===== config.mk =====
export PLATFORM = sky130hd
export DESIGN_NAME = sme_dom_alu_flat
export DESIGN_NICKNAME = d
export VERILOG_FILES = /design/src/rtl/sme_dom_alu_if.sv /design/src/rtl/sme_dom_alu.sv /design/src/flat_wrapper.sv
export SDC_FILE = /design/constraint.sdc
export NUM_CORES = 1
export LEC_CHECK = 0
export ABC_CLOCK_PERIOD_IN_PS = 10500
export BUFFER_PORTS_ARGS = -buffer_cell sky130_fd_sc_hd__buf_2
export CAP_MARGIN = 20
export CORE_MARGIN = 2
export CORE_UTILIZATION = 55
export CTS_CLUSTER_DIAMETER = 200
export DETAILED_ROUTE_END_ITERATION = 8
export GPL_TIMING_DRIVEN = 1
export PLACE_DENSITY = 0.81
export SYNTH_ARGS = -nofsm -noshare
export SYNTH_HDL_FRONTEND = slang
export SYNTH_SLANG_ARGS = --single-unit

===== constraint.sdc =====
create_clock -name g_clk -period 10.5 [get_ports g_clk]
set_input_delay 2.1 -clock g_clk [delete_from_list [all_inputs] [get_ports g_clk]]
set_output_delay 2.1 -clock g_clk [all_outputs]
set_load 0.02 [all_outputs]

===== src/rtl/sme_dom_alu_if.sv =====
// Handshake and share-bus bundle for sme_dom_alu: operand/randomness inputs and result outputs.
interface sme_dom_alu_if #(
    parameter int D = 2,
    parameter int N = 32
);
    localparam int RW = N * D * (D - 1) / 2;

    logic              in_valid;
    logic              in_ready;
    logic [1:0]        op;
    logic [N*D-1:0]    rs1;
    logic [N*D-1:0]    rs2;
    logic [RW-1:0]     rng;
    logic              rng_valid;
    logic              rng_ready;
    logic              out_valid;
    logic              out_ready;
    logic [N*D-1:0]    rd;
    logic [31:0]       rng_count;

    modport master (
        output in_valid, op, rs1, rs2, rng, rng_valid, out_ready,
        input  in_ready, rng_ready, out_valid, rd, rng_count
    );

    modport slave (
        input  in_valid, op, rs1, rs2, rng, rng_valid, out_ready,
        output in_ready, rng_ready, out_valid, rd, rng_count
    );
endinterface


===== src/rtl/sme_dom_alu.sv =====
// Two-stage DOM-masked AND/OR/XOR/ANDN unit on D-share operands with valid/ready flow control.
// Define SME_DOM_XOR_REFRESH_EN to also refresh XOR results with fresh randomness.
module sme_dom_alu #(
    parameter int D = 2,
    parameter int N = 32
) (
    input  logic         g_clk,
    input  logic         g_reset,
    input  logic         flush,
    sme_dom_alu_if.slave bus
);
    localparam int P = D * (D - 1) / 2;
    localparam logic [1:0] OP_OR   = 2'b01;
    localparam logic [1:0] OP_XOR  = 2'b10;
    localparam logic [1:0] OP_ANDN = 2'b11;

    logic             r_s1_valid;
    logic             r_out_valid;
    logic [1:0]       r_op;
    logic [N*D-1:0]   r_rd;
    logic [31:0]      r_rng_count;

    logic [D*D*N-1:0] w_terms_q;
    logic [N*D-1:0]   w_rd_next;
    logic [N-1:0]     w_a [D];
    logic [N-1:0]     w_b [D];
    logic [N-1:0]     w_refresh [D];
    logic             w_needs_rng;
    logic             w_s2_free;
    logic             w_in_ready;
    logic             w_accept;
    logic             w_rng_ready;
    logic             w_s1_adv;
    logic             w_xor_path;
    logic             w_inv_a;
    logic             w_inv_b;

    // OR is De Morgan over AND, ANDN inverts only rs2; linear NOT touches share 0 only.
    assign w_xor_path = (bus.op == OP_XOR);
    assign w_inv_a    = (bus.op == OP_OR);
    assign w_inv_b    = (bus.op == OP_OR) || (bus.op == OP_ANDN);

`ifdef SME_DOM_XOR_REFRESH_EN
    assign w_needs_rng = 1'b1;
    always_comb begin
        w_refresh[D-1] = '0;
        for (int s = 0; s < D - 1; s++) begin
            w_refresh[s]   = bus.rng[s*N +: N];
            w_refresh[D-1] = w_refresh[D-1] ^ bus.rng[s*N +: N];
        end
    end
`else
    assign w_needs_rng = !w_xor_path;
    always_comb begin
        for (int s = 0; s < D; s++) begin
            w_refresh[s] = '0;
        end
    end
`endif

    assign w_s2_free   = !r_out_valid || bus.out_ready;
    assign w_in_ready  = !flush && (!r_s1_valid || w_s2_free);
    assign w_accept    = !g_reset && bus.in_valid && w_in_ready && (bus.rng_valid || !w_needs_rng);
    assign w_rng_ready = w_accept && w_needs_rng;
    assign w_s1_adv    = r_s1_valid && w_s2_free;

    genvar gi, gj, gb;
    generate
        for (gi = 0; gi < D; gi++) begin : g_share
            assign w_a[gi] = bus.rs1[gi*N +: N] ^ {N{(gi == 0) && w_inv_a}};
            assign w_b[gi] = bus.rs2[gi*N +: N] ^ {N{(gi == 0) && w_inv_b}};

            for (gj = 0; gj < D; gj++) begin : g_term
                logic [N-1:0] w_term;
                logic [N-1:0] r_term;

                if (gi == gj) begin : g_diag
                    assign w_term = w_xor_path ? (w_a[gi] ^ w_b[gi] ^ w_refresh[gi])
                                               : (w_a[gi] & w_b[gi]);
                end else begin : g_cross
                    // Both (i,j) and (j,i) share the pair bit so the cross masks cancel.
                    localparam int LO = (gi < gj) ? gi : gj;
                    localparam int HI = (gi < gj) ? gj : gi;
                    logic [N-1:0] w_pair;
                    for (gb = 0; gb < N; gb++) begin : g_bit
                        assign w_pair[gb] = bus.rng[gb*P + LO + HI*(HI-1)/2];
                    end
                    assign w_term = w_xor_path ? '0 : ((w_a[gi] & w_b[gj]) ^ w_pair);
                end

                always_ff @(posedge g_clk or posedge g_reset) begin
                    if (g_reset) begin
                        r_term <= '0;
                    end else if (w_accept) begin
                        r_term <= w_term;
                    end
                end

                assign w_terms_q[(gi*D+gj)*N +: N] = r_term;
            end
        end
    endgenerate

    always_comb begin
        w_rd_next = '0;
        for (int i = 0; i < D; i++) begin
            for (int j = 0; j < D; j++) begin
                w_rd_next[i*N +: N] = w_rd_next[i*N +: N] ^ w_terms_q[(i*D+j)*N +: N];
            end
        end
        if (r_op == OP_OR) begin
            w_rd_next[N-1:0] = ~w_rd_next[N-1:0];
        end
    end

    always_ff @(posedge g_clk or posedge g_reset) begin
        if (g_reset) begin
            r_s1_valid  <= 1'b0;
            r_out_valid <= 1'b0;
            r_op        <= '0;
            r_rd        <= '0;
            r_rng_count <= '0;
        end else begin
            if (flush) begin
                r_s1_valid <= 1'b0;
            end else if (w_accept) begin
                r_s1_valid <= 1'b1;
            end else if (w_s1_adv) begin
                r_s1_valid <= 1'b0;
            end

            if (flush) begin
                r_out_valid <= 1'b0;
            end else if (w_s1_adv) begin
                r_out_valid <= 1'b1;
            end else if (bus.out_ready) begin
                r_out_valid <= 1'b0;
            end

            if (w_accept) begin
                r_op <= bus.op;
            end
            if (w_s1_adv) begin
                r_rd <= w_rd_next;
            end
            if (w_rng_ready) begin
                r_rng_count <= r_rng_count + 32'd1;
            end
        end
    end

    assign bus.in_ready  = w_in_ready;
    assign bus.rng_ready = w_rng_ready;
    assign bus.out_valid = r_out_valid;
    assign bus.rd        = r_rd;
    assign bus.rng_count = r_rng_count;
endmodule

===== src/flat_wrapper.sv =====
// flat-port wrapper written by rule: the top's interface ports become plain ports
module sme_dom_alu_flat 
#(
    parameter int D = 2,
    parameter int N = 32
)
  (g_clk, g_reset, flush, bus_in_valid, bus_op, bus_rs1, bus_rs2, bus_rng, bus_rng_valid, bus_out_ready, bus_in_ready, bus_rng_ready, bus_out_valid, bus_rd, bus_rng_count);
  sme_dom_alu_if #(.D(D), .N(N)) bus_i ();
  input  logic g_clk;
  input  logic g_reset;
  input  logic flush;
  input wire logic [$bits(bus_i.in_valid)-1:0] bus_in_valid;
  input wire logic [$bits(bus_i.op)-1:0] bus_op;
  input wire logic [$bits(bus_i.rs1)-1:0] bus_rs1;
  input wire logic [$bits(bus_i.rs2)-1:0] bus_rs2;
  input wire logic [$bits(bus_i.rng)-1:0] bus_rng;
  input wire logic [$bits(bus_i.rng_valid)-1:0] bus_rng_valid;
  input wire logic [$bits(bus_i.out_ready)-1:0] bus_out_ready;
  output wire logic [$bits(bus_i.in_ready)-1:0] bus_in_ready;
  output wire logic [$bits(bus_i.rng_ready)-1:0] bus_rng_ready;
  output wire logic [$bits(bus_i.out_valid)-1:0] bus_out_valid;
  output wire logic [$bits(bus_i.rd)-1:0] bus_rd;
  output wire logic [$bits(bus_i.rng_count)-1:0] bus_rng_count;
  assign bus_i.in_valid = bus_in_valid;
  assign bus_i.op = bus_op;
  assign bus_i.rs1 = bus_rs1;
  assign bus_i.rs2 = bus_rs2;
  assign bus_i.rng = bus_rng;
  assign bus_i.rng_valid = bus_rng_valid;
  assign bus_i.out_ready = bus_out_ready;
  assign bus_in_ready = bus_i.in_ready;
  assign bus_rng_ready = bus_i.rng_ready;
  assign bus_out_valid = bus_i.out_valid;
  assign bus_rd = bus_i.rd;
  assign bus_rng_count = bus_i.rng_count;
  sme_dom_alu #(.D(D), .N(N)) u_core (.g_clk(g_clk), .g_reset(g_reset), .flush(flush), .bus(bus_i));
endmodule

==> flow_metrics.env, run 1 <==
export IMPL_met2RoutedLength_um=13200
export IMPL_layout_cell_area_non_filler_um2=14400
export IMPL_clock_sinks=228
export IMPL_worst_clock_skew_ns=0.0135
export IMPL_synth_flop_cell="sky130_fd_sc_hd__dfrtp_1"
export IMPL_cts_max_level=1
export IMPL_post_synth_instance_area_um2=12100
export IMPL_timing_slew_headroom=0.357
export IMPL_postCtsHoldBufs=0
export IMPL_horizontal_die_dimension_um=153
export IMPL_number_of_vias_after_detailed_routing=9183
export IMPL_synth_seq_cells=228
export IMPL_post_synth_cell_area_avg_um2=10.0
export IMPL_min_path_type="reg2reg"
export IMPL_report_power_total_mw=2.86
export IMPL_number_of_remaining_drc_errors=0
export IMPL_layout_core_utilization=0.663
export IMPL_cts_tree="done"
export IMPL_synth_area_top_cells="sky130_fd_sc_hd__dfrtp_1 (47%), sky130_fd_sc_hd__xor2_1 (10%), sky130_fd_sc_hd__nand2_1 (8.4%)"
export IMPL_antenna_found_initial=3
export IMPL_grt_remaining_overflow=0
export IMPL_drive_gt1_frac=0.220
export IMPL_synth_most_common_cell="sky130_fd_sc_hd__nand2_1"
export IMPL_grt_first_pass_wirelength_um=45800
export IMPL_cts_max_path_buffers=3
export IMPL_worst_pin_slew_ns=0.964
export IMPL_postSynthNetCount=1446
export IMPL_synth_cell_count_leaders="sky130_fd_sc_hd__nand2_1 (271), sky130_fd_sc_hd__dfrtp_1 (228), sky130_fd_sc_hd__o21ai_0 (153)"
export IMPL_number_of_max_slew_violations_in_the_final_report=0
export IMPL_core_area_um2=21800
export IMPL_wire_length_on_met3_um=1780
export IMPL_filler_cells=1720
export IMPL_final_critical_path_setup_slack_ns=5.02
export IMPL_critPathArrivalTime_ns=3.38
export IMPL_max_freq_mhz=182
export IMPL_vias_per_cell=5.24
export IMPL_synth_to_final_area_change_pct=18.8
export IMPL_synth_top_area_frac=0.470
export IMPL_total_detailed_routing_wirelength_um=27400
export IMPL_place_ws_ns=4.99
export IMPL_wl_per_cell_um=15.6
export IMPL_worst_ir_drop_vdd_uv=107
export IMPL_drv_cap=0
export IMPL_grt_use_total=0.238
export IMPL_power_static_leakage_nw=7.18
export IMPL_wirelength_met1_um=11800
export IMPL_initial_utilization=0.558
export IMPL_worst_setup_path_end_kind="output port"
export IMPL_finalHoldViolations=0
export IMPL_drt_pre_antenna_iters=4
export IMPL_detail_route_iter0_violations=384
export IMPL_number_of_cts_inserted_buffers=24
export IMPL_setup_tns_ns=0
export IMPL_port_buffers=266
export IMPL_post_cts_buffers=0
export IMPL_path_class="in2out"
export IMPL_final_setup_viol_count=0
export IMPL_grt_setup_unrepaired="false"
export IMPL_worst_setup_hold_path_clk_slew_ns=0.06
export IMPL_top_layer_used="met5"
export IMPL_grt_pass1_vias=9240
export IMPL_ys_seq_area_frac=0.470
export IMPL_area_after_dpl_um2=13600
export IMPL_grt_start_max_net_pins=110
export IMPL_nNetsFinal=1687
export IMPL_power_per_cell_area_nw_per_um2=198
export IMPL_synth_enable_flop_cells=0
export IMPL_largest_fanout_of_any_net_on_the_critical_path=36
export IMPL_critPathLaunchType="input pin"
export IMPL_floorplan_rows=54
export IMPL_timing_final_crit_share=0.522
export IMPL_die_h_um=153
export IMPL_required_ns=8.40
export IMPL_die_area_um2=23300
export IMPL_ant_nets=0
export IMPL_hpwl_detailed_um=18700
export IMPL_ys_warn_count=0
export IMPL_cts_repair_resized=0
export IMPL_post_route_min_period_ns=5.48
export IMPL_synth_cells=1213
export IMPL_gpl_final_weighted_congestion=0.821
export IMPL_async_flop_share=1.00
export IMPL_synth_top_cell_by_area="sky130_fd_sc_hd__dfrtp_1"
export IMPL_outcome="finished clean"
export IMPL_clock_latency_ns=0.51
export IMPL_synth_cell_type_count=31
export IMPL_root_buffer="sky130_fd_sc_hd__clkbuf_16"
export IMPL_io_pin_count=267
layer usage:
| layer | global-route usage | vias up |
|---|---|---|
| met4 | 0.0644 | 2 |
| met2 | 0.401 | 257 |
| li1 | - | 4486 |
| met1 | 0.316 | 4394 |
| met3 | 0.0484 | 44 |
| met5 | 0 | - |
worst max-delay path, stage by stage:
cell and delay (ns):
sky130_fd_sc_hd__buf_2 0.07, sky130_fd_sc_hd__buf_4 0.57, sky130_fd_sc_hd__nand2b_1 0.22, sky130_fd_sc_hd__nand4_1 0.16, sky130_fd_sc_hd__inv_1 0.08, sky130_fd_sc_hd__buf_2 0.16
per-stage QoR:
step | instances | hold WS, ns
final | 1753 | 0.472
after global routing | 1752 | 0.492
after CTS | 1751 | 0.479
after detailed placement | 1708 | 0.466
after global placement | 1708 | 0.450
after floorplan | 1213 | 0.456
sequential cells by signal, indices dropped and copies added, names as in the netlist:
| name | count |
|---|---|
| u_core.g_share.g_term.r_term | 128 |
| u_core.bus.rd | 64 |
| u_core.bus.rng_count | 32 |
| u_core.r_op | 2 |
| u_core.bus.out_valid | 1 |
| u_core.r_s1_valid | 1 |
logic make-up (layout without fill, tap and decap cells):
group           after synthesis  count (layout)  synth area share
simple gates                331             331             0.114
xor+xnor                    255             255             0.184
flops                       228             228             0.470
compound gates              197             197            0.0830
buf+inv                      70             328            0.0263
mux                          67              67            0.0556
fa+ha+maj                    65              65            0.0670
other cells                   0               2                 0
final timing paths:
check                                  startpoint                                endpoint  slack, ns  cells after the start
worst min-delay path            u_core.bus.rd[31]                       u_core.bus.rd[31]       0.47                      2
worst max register to register  u_core.r_s1_valid                 u_core.bus.rng_count[6]       7.49                      7
worst min register to register  u_core.bus.rd[31]                       u_core.bus.rd[31]       0.47                      2
max in group asynchronous                 g_reset  u_core.g_share[0].g_term[1].r_term[28]       7.42                      3
min in group asynchronous                 g_reset                       u_core.bus.rd[32]       1.73                      2
worst max-delay path                    bus_op[0]                           bus_rng_ready       5.02                      6
power by group:
part	internal [mW]	switching, mW
Sequential	1.09	0.141
Combinational	0.330	0.474
Clock	0.489	0.337
Total	1.91	0.952
cell usage in the layout, fill, tap and decap left out:
master,instances
sky130_fd_sc_hd__nand2_1,271
sky130_fd_sc_hd__and3b_1,1
sky130_fd_sc_hd__clkbuf_16,25
sky130_fd_sc_hd__clkbuf_1,8
sky130_fd_sc_hd__nand2b_1,1
sky130_fd_sc_hd__a21oi_1,2
sky130_fd_sc_hd__inv_1,6
sky130_fd_sc_hd__nor4_1,1
sky130_fd_sc_hd__clkbuf_8,4
sky130_fd_sc_hd__dfrtp_1,228
sky130_fd_sc_hd__mux2_2,1
sky130_fd_sc_hd__nor2b_4,2
sky130_fd_sc_hd__nor2_1,11
sky130_fd_sc_hd__mux2_1,2
sky130_fd_sc_hd__mux2i_1,64
sky130_fd_sc_hd__nor4_2,3
sky130_fd_sc_hd__and2_1,4
sky130_fd_sc_hd__xor2_1,140
sky130_fd_sc_hd__diode_2,2
sky130_fd_sc_hd__nor3_2,1
sky130_fd_sc_hd__buf_4,12
sky130_fd_sc_hd__nor2b_1,1
sky130_fd_sc_hd__nand3_1,10
sky130_fd_sc_hd__nor3_1,2
sky130_fd_sc_hd__buf_2,266
sky130_fd_sc_hd__and4_1,2
sky130_fd_sc_hd__o21ai_0,153
sky130_fd_sc_hd__xnor2_1,115
sky130_fd_sc_hd__bufinv_16,1
sky130_fd_sc_hd__ha_1,65
sky130_fd_sc_hd__clkinv_2,5
sky130_fd_sc_hd__nand3b_1,1
sky130_fd_sc_hd__inv_8,1
sky130_fd_sc_hd__and3_1,9
sky130_fd_sc_hd__nand4_1,10
sky130_fd_sc_hd__o21ai_1,40
sky130_fd_sc_hd__nand2b_2,1
sky130_fd_sc_hd__o2111ai_4,1
sky130_fd_sc_hd__o21ai_4,1
area by class of cell:
type,count,area [µm²],area share
multi-input cells,915,6140,0.426
well taps,280,350,0.0243
diodes,2,5.00,0.000347
inverters,7,33.8,0.00234
flip-flops and latches,228,5710,0.396
clock buffers,37,711,0.0493
repair buffers,278,1420,0.0986
clock inverters,6,55.1,0.00382
No activity file was read; power rests on OpenSTA's default activity.
==> run 2, diff against run 1 <==
Settings changed: ABC_CLOCK_PERIOD_IN_PS 10500 to 5200.
Clock period 10.5 ns to 5.2 ns, I/O delays scaled along.
==> run 2 against run 1 <==
Against the previous run: register-to-register slack worse by 4.6 ns; utilization up 0.41 points; clock power is 110% higher; critical path depth stayed put; global-route usage grew 0.31 points; worst hold slack worse by 0.010 ns; largest cell class unchanged; largest power group unchanged; first-iteration DRC count grew 20%; setup slack got worse by 3.2 ns.
==> flow_metrics.env, run 2 (synthesized netlist as in run 1, its figures left out) <==
export IMPL_largest_fanout_of_any_net_on_the_critical_path=12
export IMPL_hold_start="u_core.bus.rng_count[31]"
export IMPL_drv_cap=0
export IMPL_critPathLaunchType="input pin"
export IMPL_max_freq_mhz=297
export IMPL_number_of_cts_inserted_buffers=25
export IMPL_final_setup_viol_count=0
export IMPL_grt_setup_unrepaired="false"
export IMPL_setup_tns_ns=0
export IMPL_grt_remaining_overflow=0
export IMPL_power_per_cell_area_nw_per_um2=402
export IMPL_power_share_switching=0.334
export IMPL_final_seq_area_um2=5710
export IMPL_timing_critical_path_max_delay_family="buffers and inverters"
export IMPL_antenna_found_initial=3
export IMPL_clock_sinks=228
export IMPL_worst_pin_slew_ns=0.974
export IMPL_netSwitchingPower_mw=1.95
export IMPL_drive_gt1_frac=0.223
export IMPL_final_critical_path_setup_slack_ns=1.84
export IMPL_grt_start_max_net_pins=125
export IMPL_worst_ir_drop_vdd_uv=283
export IMPL_gpl_final_weighted_congestion=0.888
export IMPL_detail_route_iter0_violations=462
export IMPL_critPathArrivalTime_ns=2.32
export IMPL_pwr_share_comb=0.280
export IMPL_outcome="finished clean"
export IMPL_crit_path_cell_trace="buf_2, buf_4, nand2b_1, nand4_1, inv_1, buf_2"
export IMPL_place_ws_ns=1.78
export IMPL_worst_hold_path_endpoint="u_core.bus.rng_count[31]"
export IMPL_required_ns=4.16
export IMPL_worst_setup_hold_path_clk_slew_ns=0.06
export IMPL_worst_setup_path_end_kind="output port"
export IMPL_horizontal_die_dimension_um=153
export IMPL_drt_pre_antenna_iters=4
export IMPL_initial_utilization=0.558
export IMPL_top_register="u_core.g_share.g_term.r_term"
export IMPL_cts_max_level=1
export IMPL_number_of_vias_after_detailed_routing=9221
export IMPL_r2r_end="u_core.bus.rng_count[30]"
export IMPL_worst_clock_skew_ns=0.0168
export IMPL_die_area_um2=23300
export IMPL_mostFrequentLayoutCell="sky130_fd_sc_hd__nand2_1"
export IMPL_wl_per_cell_um=15.8
export IMPL_cts_repair_resized=0
export IMPL_flip_flop_count_of_the_largest_register_after_layout=128
export IMPL_report_power_total_mw=5.84
export IMPL_grt_pass1_vias=9241
export IMPL_filler_cells=1708
export IMPL_post_cts_buffers=0
export IMPL_core_area_um2=21800
export IMPL_root_buffer="sky130_fd_sc_hd__clkbuf_16"
export IMPL_cts_max_path_buffers=3
export IMPL_number_of_max_slew_violations_in_the_final_report=0
export IMPL_clock_latency_ns=0.52
export IMPL_timing_slew_headroom=0.350
export IMPL_min_path_type="reg2reg"
export IMPL_worst_r2r_setup_slack_ns=2.94
export IMPL_p_seq_frac=0.425
export IMPL_vias_per_cell=5.25
export IMPL_postCtsHoldBufs=0
export IMPL_multi_input_comb_area_um2=6140
export IMPL_path_class="in2out"
export IMPL_critPathMostFrequentCell="sky130_fd_sc_hd__buf_2"
export IMPL_finalHoldViolations=0
export IMPL_ant_nets=0
export IMPL_total_detailed_routing_wirelength_um=27800
export IMPL_cts_tree="done"
export IMPL_power_clock_fraction=0.296
export IMPL_nNetsFinal=1689
export IMPL_most_common_layout_cells="sky130_fd_sc_hd__nand2_1 (271), sky130_fd_sc_hd__buf_2 (266), sky130_fd_sc_hd__dfrtp_1 (228)"
export IMPL_whs_path_depth=1
export IMPL_io_pin_count=267
export IMPL_cp_slowest_cell="sky130_fd_sc_hd__buf_2"
export IMPL_path_depth=6
export IMPL_max_stage_delay_ns=0.34
export IMPL_grt_first_pass_wirelength_um=46300
export IMPL_hpwl_detailed_um=19500
export IMPL_post_route_min_period_ns=3.36
export IMPL_synth_to_final_area_change_pct=19.6
export IMPL_rr_startpoint="u_core.r_s1_valid"
export IMPL_number_of_remaining_drc_errors=0
export IMPL_r2r_worst_path_cells=5
export IMPL_grt_use_total=0.241
export IMPL_port_buffers=266
export IMPL_die_h_um=153
export IMPL_critical_path_n_buffers_inverters=4
export IMPL_timing_final_crit_share=0.646
export IMPL_p_int_mw=3.89
export IMPL_power_static_leakage_nw=7.22
export IMPL_floorplan_rows=54
[run 2: per-layer routing]
metal	part of all wire	global-route usage
met1	0.43	0.325
met2	0.47	0.395
met3	0.062	0.0458
met5	0.00047	0
met4	0.034	0.0794
[run 2: how the worst max path moves through the flow]
| stage | endpoint | slack (ns) | startpoint |
|---|---|---|---|
| 5_1_grt | bus_rng_ready | 1.72 | bus_op[0] |
| 2_1_floorplan | u_core.bus.out_valid | 1.18 | g_reset |
| 3_3_place_gp | u_core.g_share[0].g_term[0].r_term[29] | 1.83 | bus_op[0] |
| 4_1_cts | bus_rng_ready | 1.80 | bus_op[0] |
| 6_report | bus_rng_ready | 1.84 | bus_op[0] |
| 3_5_place_dp | u_core.g_share[1].g_term[1].r_term[27] | 1.78 | bus_op[0] |
[run 2: power groups by stage]
stage	registers (mW)	clock network, mW	logic, mW
2_1_floorplan	2.73	0	0.834
3_3_place_gp	2.48	0	1.59
3_5_place_dp	2.50	0	1.65
4_1_cts	2.48	1.75	1.66
5_1_grt	2.53	1.84	1.83
6_report	2.48	1.73	1.63
[run 2: final cells by class]
cell class,instances,share of cell area
multi-input combinational,915,0.423
antenna,3,0.000517
clock buffer,37,0.0504
sequential,228,0.393
inverter,7,0.00207
tap,280,0.0241
clock inverter,7,0.00466
timing repair buffer,279,0.102
[run 2: metrics by stage]
step / std cells / area [µm²] / hold slack, ns / utilization
after floorplan: 1213 / 12100 / 0.456 / -
after global placement: 1709 / 13700 / 0.451 / 0.630
after detailed placement: 1709 / 13700 / 0.463 / 0.630
after CTS: 1753 / 14500 / 0.473 / 0.667
after global routing: 1753 / 14500 / 0.486 / 0.667
final: 1756 / 14500 / 0.462 / 0.667
==> run 3, diff against run 2 <==
Settings changed: ABC_CLOCK_PERIOD_IN_PS 5200 to 2760, CORE_UTILIZATION 55 to 50, PLACE_DENSITY 0.81 to 0.77.
Clock period 5.2 ns to 2.76 ns, I/O delays scaled along.
==> run 3 against run 2 <==
Against the previous run: die area up 9.7%; utilization down 6.0 points; setup slack worse by 1.4 ns; cell count up 2.5%; global-route usage down 2.5 points; clock power up 82%; critical path type is now reg2out; highest routed layer unchanged.
==> flow_metrics.env, run 3 (synthesized netlist as in run 1, its figures left out) <==
export IMPL_outcome="finished clean"
export IMPL_number_of_cts_inserted_buffers=24
export IMPL_root_buffer="sky130_fd_sc_hd__clkbuf_16"
export IMPL_grt_first_pass_wirelength_um=45500
export IMPL_horizontal_die_dimension_um=160
export IMPL_timing_slew_headroom=0.639
export IMPL_worst_setup_path_end_kind="output port"
export IMPL_clock_sinks=228
export IMPL_final_critical_path_setup_slack_ns=0.404
export IMPL_grt_start_max_net_pins=106
export IMPL_max_freq_mhz=424
export IMPL_critPathArrivalTime_ns=1.80
export IMPL_timing_final_crit_share=0.854
export IMPL_drv_cap=0
export IMPL_power_static_leakage_nw=7.25
export IMPL_grt_pass1_vias=9184
export IMPL_place_ws_ns=0.578
export IMPL_post_route_min_period_ns=2.36
export IMPL_cts_max_level=1
export IMPL_cts_repair_resized=0
export IMPL_power_per_cell_area_nw_per_um2=744
export IMPL_nNetsFinal=1692
export IMPL_top_register="u_core.g_share.g_term.r_term"
export IMPL_clock_latency_ns=0.51
export IMPL_cts_max_path_buffers=3
export IMPL_core_area_um2=24100
export IMPL_hpwl_detailed_um=19200
export IMPL_worst_ir_drop_vdd_uv=437
export IMPL_grt_use_total=0.215
export IMPL_flip_flop_count_of_the_largest_register_after_layout=128
export IMPL_mostFrequentLayoutCell="sky130_fd_sc_hd__nand2_1"
export IMPL_io_pin_count=267
export IMPL_number_of_vias_after_detailed_routing=9040
export IMPL_number_of_remaining_drc_errors=0
export IMPL_required_ns=2.21
export IMPL_total_detailed_routing_wirelength_um=27300
export IMPL_worst_pin_slew_ns=0.542
export IMPL_finalHoldViolations=0
export IMPL_post_cts_buffers=0
export IMPL_critPathLaunchType="flip-flop"
export IMPL_drt_pre_antenna_iters=4
export IMPL_ant_nets=0
export IMPL_die_h_um=160
export IMPL_grt_setup_unrepaired="false"
export IMPL_gpl_final_weighted_congestion=0.805
export IMPL_floorplan_rows=57
export IMPL_worst_clock_skew_ns=0.0149
export IMPL_synth_to_final_area_change_pct=20.6
export IMPL_postCtsHoldBufs=0
export IMPL_most_common_layout_cells="sky130_fd_sc_hd__nand2_1 (271), sky130_fd_sc_hd__buf_2 (266), sky130_fd_sc_hd__dfrtp_1 (228)"
export IMPL_drive_gt1_frac=0.224
export IMPL_vias_per_cell=5.02
export IMPL_layout_cell_area_non_filler_um2=14600
export IMPL_die_area_um2=25500
export IMPL_cts_tree="done"
export IMPL_port_buffers=266
export IMPL_area_after_dpl_um2=13900
export IMPL_worst_r2r_setup_slack_ns=0.85
export IMPL_largest_fanout_of_any_net_on_the_critical_path=6
export IMPL_number_of_max_slew_violations_in_the_final_report=0
export IMPL_worst_setup_hold_path_clk_slew_ns=0.06
export IMPL_setup_tns_ns=0
export IMPL_initial_utilization=0.503
export IMPL_min_path_type="in2async"
export IMPL_antenna_found_initial=3
export IMPL_report_power_total_mw=10.9
export IMPL_hold_worst_slack_ns=0.103
export IMPL_grt_remaining_overflow=0
export IMPL_final_setup_viol_count=0
export IMPL_wl_per_cell_um=15.2
export IMPL_path_class="reg2out"
export IMPL_detail_route_iter0_violations=449
export IMPL_filler_cells=2036
## run 3: area by class of cell
class                      count  area (µm²)  area share
tap                          324         405      0.0277
inverter                       7        30.0     0.00205
timing repair buffer         283        1570       0.107
antenna                        1        2.50    0.000171
multi-input combinational    915        6140       0.420
clock inverter                 4        22.5     0.00154
sequential                   228        5710       0.390
clock buffer                  38         754      0.0516
## run 3: routing by layer
| metal | share of wire | global-route usage | vias up |
|---|---|---|---|
| li1 | - | - | 4504 |
| met1 | 0.45 | 0.297 | 4269 |
| met2 | 0.48 | 0.358 | 226 |
| met3 | 0.050 | 0.0348 | 39 |
| met4 | 0.017 | 0.0524 | 2 |
| met5 | 0.00040 | 0 | - |
## run 3: power by group
part / internal, mW / switching, mW
Sequential: 4.14 / 0.545
Clock: 1.86 / 1.28
Combinational: 1.28 / 1.78
## run 3: worst paths after layout
path	startpoint	end	cells after the start
max in group asynchronous	g_reset	u_core.bus.rd[35]	3
max reg2reg	u_core.r_s1_valid	u_core.bus.rng_count[30]	5
min	g_reset	u_core.bus.rng_count[2]	2
max	u_core.r_s1_valid	bus_rng_ready	4
min reg2reg	u_core.bus.rng_count[31]	u_core.bus.rng_count[31]	1
min in group g_clk	flush	u_core.bus.out_valid	2
## run 3: stage by stage
step | utilization | cells
after floorplan | - | 1213
final | 0.607 | 1800
after global routing | 0.607 | 1800
after detailed placement | 0.575 | 1757
after global placement | 0.575 | 1757
after CTS | 0.607 | 1799
## run 3: critical path: stages (launching register included)
cell and delay [ns]:
sky130_fd_sc_hd__dfrtp_1 0.42, sky130_fd_sc_hd__nand3b_1 0.23, sky130_fd_sc_hd__nand4_1 0.29, sky130_fd_sc_hd__inv_1 0.17, sky130_fd_sc_hd__buf_2 0.18
